===== config.mk =====
export PLATFORM = sky130hd
export DESIGN_NAME = vga_scan_gen
export DESIGN_NICKNAME = d
export VERILOG_FILES = /design/src/rtl/vga_scan_gen.sv
export SDC_FILE = /design/constraint.sdc
export NUM_CORES = 1
export LEC_CHECK = 0
export ABC_AREA = 1
export CAP_MARGIN = 5
export CORE_ASPECT_RATIO = 1.5
export CORE_UTILIZATION = 40
export DETAILED_ROUTE_END_ITERATION = 12
export PLACE_DENSITY = 0.65
export SKIP_LAST_GASP = 1
export SYNTH_ARGS = -nofsm -noshare
export SYNTH_HDL_FRONTEND = slang
export SYNTH_SLANG_ARGS = --single-unit

===== constraint.sdc =====
create_clock -name clk -period 2.93 [get_ports clk]
set_input_delay 0.586 -clock clk [delete_from_list [all_inputs] [get_ports clk]]
set_output_delay 0.586 -clock clk [all_outputs]
set_load 0.02 [all_outputs]

===== src/rtl/vga_scan_gen.sv =====
// vga_scan_gen: 640x480@60 style raster scan generator with a two-stage
// output pipeline (address stage, colour stage).
// Optional feature: define VGA_TEST_PATTERN_EN to add pat_sel, which replaces
// d_in with eight vertical 80-pixel colour bars.
module vga_scan_gen #(
  parameter int unsigned H_ACTIVE = 640,
  parameter int unsigned V_ACTIVE = 480
) (
  input  logic        clk,
  input  logic        clrn,
  input  logic [11:0] d_in,
`ifdef VGA_TEST_PATTERN_EN
  input  logic        pat_sel,
`endif
  output logic [8:0]  row_addr,
  output logic [9:0]  col_addr,
  output logic        rdn,
  output logic [3:0]  r,
  output logic [3:0]  g,
  output logic [3:0]  b,
  output logic        hs,
  output logic        vs,
  output logic        frame_start
);

  localparam logic [9:0] H_SYNC_END  = 10'd96;
  localparam logic [9:0] H_VIS_START = 10'd144;
  localparam logic [9:0] H_VIS_END   = 10'(144 + H_ACTIVE);
  localparam logic [9:0] H_LAST      = 10'(144 + H_ACTIVE + 16 - 1);
  localparam logic [9:0] V_SYNC_END  = 10'd2;
  localparam logic [9:0] V_VIS_START = 10'd35;
  localparam logic [9:0] V_VIS_END   = 10'(35 + V_ACTIVE);
  localparam logic [9:0] V_LAST      = 10'(35 + V_ACTIVE + 10 - 1);

  logic [9:0]  h_cnt_q, h_cnt_d;
  logic [9:0]  v_cnt_q, v_cnt_d;
  logic [9:0]  col_addr_q, col_addr_d;
  logic [8:0]  row_addr_q, row_addr_d;
  logic        rdn_q, rdn_d;
  logic        fs_q, fs_d;
  logic        hs1_q, hs1_d;
  logic        vs1_q, vs1_d;
  logic        hs2_q, vs2_q;
  logic [11:0] rgb_q, rgb_d;
  logic [11:0] src_rgb;
  logic        vis;

  // Next counter values: h wraps every line, v advances and wraps on that same edge.
  always_comb begin
    h_cnt_d = h_cnt_q + 10'd1;
    v_cnt_d = v_cnt_q;
    if (h_cnt_q == H_LAST) begin
      h_cnt_d = '0;
      v_cnt_d = (v_cnt_q == V_LAST) ? '0 : v_cnt_q + 10'd1;
    end
  end

  // Counter registers.
  always_ff @(posedge clk or negedge clrn) begin
    if (!clrn) begin
      h_cnt_q <= '0;
      v_cnt_q <= '0;
    end else begin
      h_cnt_q <= h_cnt_d;
      v_cnt_q <= v_cnt_d;
    end
  end

  // Address stage inputs decoded from the counters.
  always_comb begin
    vis        = (h_cnt_q >= H_VIS_START) && (h_cnt_q < H_VIS_END) &&
                 (v_cnt_q >= V_VIS_START) && (v_cnt_q < V_VIS_END);
    col_addr_d = h_cnt_q - H_VIS_START;
    row_addr_d = v_cnt_q[8:0] - 9'd35;
    rdn_d      = ~vis;
    fs_d       = (h_cnt_q == H_VIS_START) && (v_cnt_q == V_VIS_START);
    hs1_d      = ~(h_cnt_q < H_SYNC_END);
    vs1_d      = ~(v_cnt_q < V_SYNC_END);
  end

  // Address stage registers; sync is carried along to stay aligned with colour.
  always_ff @(posedge clk or negedge clrn) begin
    if (!clrn) begin
      col_addr_q <= '0;
      row_addr_q <= '0;
      rdn_q      <= 1'b1;
      fs_q       <= 1'b0;
      hs1_q      <= 1'b1;
      vs1_q      <= 1'b1;
    end else begin
      col_addr_q <= col_addr_d;
      row_addr_q <= row_addr_d;
      rdn_q      <= rdn_d;
      fs_q       <= fs_d;
      hs1_q      <= hs1_d;
      vs1_q      <= vs1_d;
    end
  end

`ifdef VGA_TEST_PATTERN_EN
  logic [11:0] bar_rgb;

  // Colour bar lookup from the address currently presented to the pixel source.
  always_comb begin
    bar_rgb = 12'h000;
    if      (col_addr_q < 10'd80)  bar_rgb = 12'hfff;
    else if (col_addr_q < 10'd160) bar_rgb = 12'hff0;
    else if (col_addr_q < 10'd240) bar_rgb = 12'h0ff;
    else if (col_addr_q < 10'd320) bar_rgb = 12'h0f0;
    else if (col_addr_q < 10'd400) bar_rgb = 12'hf0f;
    else if (col_addr_q < 10'd480) bar_rgb = 12'hf00;
    else if (col_addr_q < 10'd560) bar_rgb = 12'h00f;
    else                           bar_rgb = 12'h000;
  end
`endif

  // Colour stage input: pixel source (or bars), forced black outside the visible area.
  always_comb begin
    src_rgb = d_in;
`ifdef VGA_TEST_PATTERN_EN
    if (pat_sel) src_rgb = bar_rgb;
`endif
    rgb_d = rdn_q ? '0 : src_rgb;
  end

  // Colour stage registers with the second sync delay.
  always_ff @(posedge clk or negedge clrn) begin
    if (!clrn) begin
      rgb_q <= '0;
      hs2_q <= 1'b1;
      vs2_q <= 1'b1;
    end else begin
      rgb_q <= rgb_d;
      hs2_q <= hs1_q;
      vs2_q <= vs1_q;
    end
  end

  assign row_addr    = row_addr_q;
  assign col_addr    = col_addr_q;
  assign rdn         = rdn_q;
  assign frame_start = fs_q;
  assign r           = rgb_q[11:8];
  assign g           = rgb_q[7:4];
  assign b           = rgb_q[3:0];
  assign hs          = hs2_q;
  assign vs          = vs2_q;

endmodule


==> impl_metrics.toml <==
[floorplanning]
io-pin-count = 49
rows = 34
dieWidth_um = 65.6
start_util_pct = 41.6
chipHeight_um = 97.3
core_area_um2 = 5830
die_area_um2 = 6380

[place]
gp_congestion = 0.888
place_inst = 375
dp_hpwl_um = 3530
portBuffers = 48
dpl_cell_area_um2 = 2970

[sta]
timing.slew.headroom_pct = 53.8
final_hold_viol_count = 0
clock.fmax_mhz = 452
drv_slew = 0
worst_pin_slew_ps = 693
min_period_ps = 2210
rsz0062_at_grt = "false"
finalSetupViolCount = 0
fin_worst_skew_ps = 10.9
setup_tns_ps = 0
finalCritPeriodShare_pct = 75.5
worst_hold_slack_ps = 355

[cts]
postCtsHoldBufs = 0
htreeDepth = 3
clock_sinks = 57
cts_made_buffers = 9
postCtsSetupRepairBufs = 0
worstSkewPairLatency_ps = 340
cts_resized = 0
cts_root_buf = "clkbuf_8"
clk_pin_slew_ps = 60
clockBufferDepth = 2
cts_tree = "yes"

[finish]
diodes = 0
finalNonFillerCells = 391
multi_input_area_um2 = 803
nets = 335
fillers = 557
final_area_um2 = 3170
seq_area_um2 = 1430
syn_to_final_growth_pct = 30.8
drive_above_1_share_pct = 8.15

[min_path]
whs_path_depth = 0
hold_end = "hs$_DFF_PN1_"
worstHoldStart = "hs1_q$_DFF_PN1_"
hold_class = "reg2reg"

[power_and_ir_drop]
p_leak_uw = 0.00153
pwr_density_cell_nw_per_um2 = 489
ir_drop_mv = 0.284

[logic_synthesis]
synthTopCellsByCount = "52 x dfrtp_1, 50 x nand2_1, 42 x inv_1"
yosys-top-cells-area = "dfrtp_1 54%, nand2_1 7.7%, inv_1 6.5%"
yosys_warnings = 0
yosysSeqAreaShare_pct = 59.1
synth.most_common_cell = "dfrtp_1"
synth_area_um2 = 2420
synth_edf_count = 0
synthCells = 257
async_flop_share_pct = 100
ys_types = 22
synth-main-ff-cell = "dfrtp_1"
netlist.area_leader.share_pct = 53.7
syn-num-nets = 278
syn_avg_cell_area_um2 = 9.43
synth.largest_area_cell = "dfrtp_1"
yosys_register_bits = 57

[route]
drcViolationCount = 0
drt_iter0_drc = 74
wl_per_cell_um = 12.5
drt-pass1-iter-count = 5
vias_per_cell = 4.76
ant_nets = 0
vias = 1861
wirelength_um = 4870

[job]
drv_cap = 0

[grt]
grt.overflow.total = 0
grt_max_degree = 58
grt_pass1_vias = 1873
antenna_found_initial = 0
grt_pass1_wl_um = 8370
grt_usage_pct = 17.7

[setup_path]
critPathBufInv = 1
crit_required_ps = 2340
critPathTopFamily = "flip-flops"
crit_path_max_fanout = 13
path_class = "reg2out"
cp-start-kind = "flip-flop"
r2r_cells = 6
timing.rr.end = "h_cnt_q[5]$_DFF_PN0_"
critPathCaptureType = "output port"
slowest_delay_ps = 650
critPathArrivalTime_ps = 1620
cp_slowest_cell = "dfstp_2"
cp_cell_sequence = "clkdlybuf4s50_1"
reg2reg_slack_ps = 1110
regToRegStartpoint = "h_cnt_q[0]$_DFF_PN0_"

[status]
status = "finished, final reports clean"
flip-flops by register name, indices dropped and copies added, names as in the netlist:
name	cells
v_cnt_q	10
vs	1
hs1_q	1
row_addr	9
hs	1
h_cnt_q	10
frame_start	1
vs1_q	1
rdn	1
col_addr	10
rgb_q	12
power breakdown:
group          switching (µW)  leakage [µW]  total (µW)  internal, µW
logic                    18.9      0.000723        35.3          16.4
registers                   0      0.000707         788           788
clock network             289      0.000103         726           436
total                     308       0.00153        1550          1240
area by class of cell:
type / count / share of cell area [%]
Tap cell: 72 / 2.84
Multi-Input combinational cell: 154 / 25.3
Timing Repair Buffer: 49 / 15.2
Inverter: 43 / 5.09
Sequential cell: 57 / 45.2
Clock buffer: 13 / 5.01
Clock inverter: 3 / 1.26
layer usage:
metal	part of all wire, %	wire length (µm)	GRT usage, %	vias to the layer above
li1	-	-	-	910
met1	38	1840	18.5	876
met2	53	2590	30.4	63
met3	6.0	292	4.46	12
met4	3.2	156	11.4	0
met5	0	0	0	-
metrics by stage:
| stage | util (%) | power, µW | setup slack [ps] |
|---|---|---|---|
| after floorplan | - | 805 | 1510 |
| after global placement | 51.0 | 838 | 1080 |
| after detailed placement | 51.0 | 838 | 1070 |
| after CTS | 54.4 | 1570 | 702 |
| after global routing | 54.4 | 1610 | 663 |
| final | 54.4 | 1550 | 719 |
cells in the final DEF (no fill, tap or decap), types with 2 or more instances in the layout:
cell type        netlist  routed
a21oi_1                6       6
clkbuf_1               1       2
clkbuf_8               0      11
clkdlybuf4s50_1        0      47
clkinv_2               0       2
dfrtp_1               52      52
dfstp_2                5       5
ha_1                   7       7
inv_1                 42      42
nand2_1               50      50
nand3_1               15      15
nand4_1                8       8
nor2_1                32      32
nor3_1                 5       5
o21ai_0                9       9
o21ai_1                3       3
xor2_1                13      13
worst max-delay path by stage:
stage	start	to	slack, ps	depth (start not counted)
6_report	rdn$_DFF_PN1_	rdn	720	1
5_1_grt	rdn$_DFF_PN1_	rdn	660	1
4_1_cts	rdn$_DFF_PN1_	rdn	700	1
3_5_place_dp	rdn$_DFF_PN1_	rdn	1070	1
3_3_place_gp	rdn$_DFF_PN1_	rdn	1080	1
2_1_floorplan	h_cnt_q[0]$_DFF_PN0_	v_cnt_q[7]$_DFFE_PN0N_	1510	5
worst reg2reg max path, delay by kind of cell (launching register included):
family                   cells  cell delay, ps
adder cells (fa/ha/maj)      1             220
AO/OA/AOI/OAI                2             160
flip-flops                   1             410
buffers and inverters        1             170
AND/OR/NAND/NOR              2             740
kinds of logic after synthesis:
| group | count (synthesis) | synth area share [%] |
|---|---|---|
| adders and majority gates | 7 | 3.61 |
| DFF | 57 | 59.1 |
| buffers and inverters | 46 | 7.74 |
| and+or+nand+nor | 114 | 20.5 |
| xor gates and xnor gates | 14 | 5.06 |
| AOI/OAI and AO/OA | 19 | 3.98 |
No activity file was read; power rests on OpenSTA's default activity.
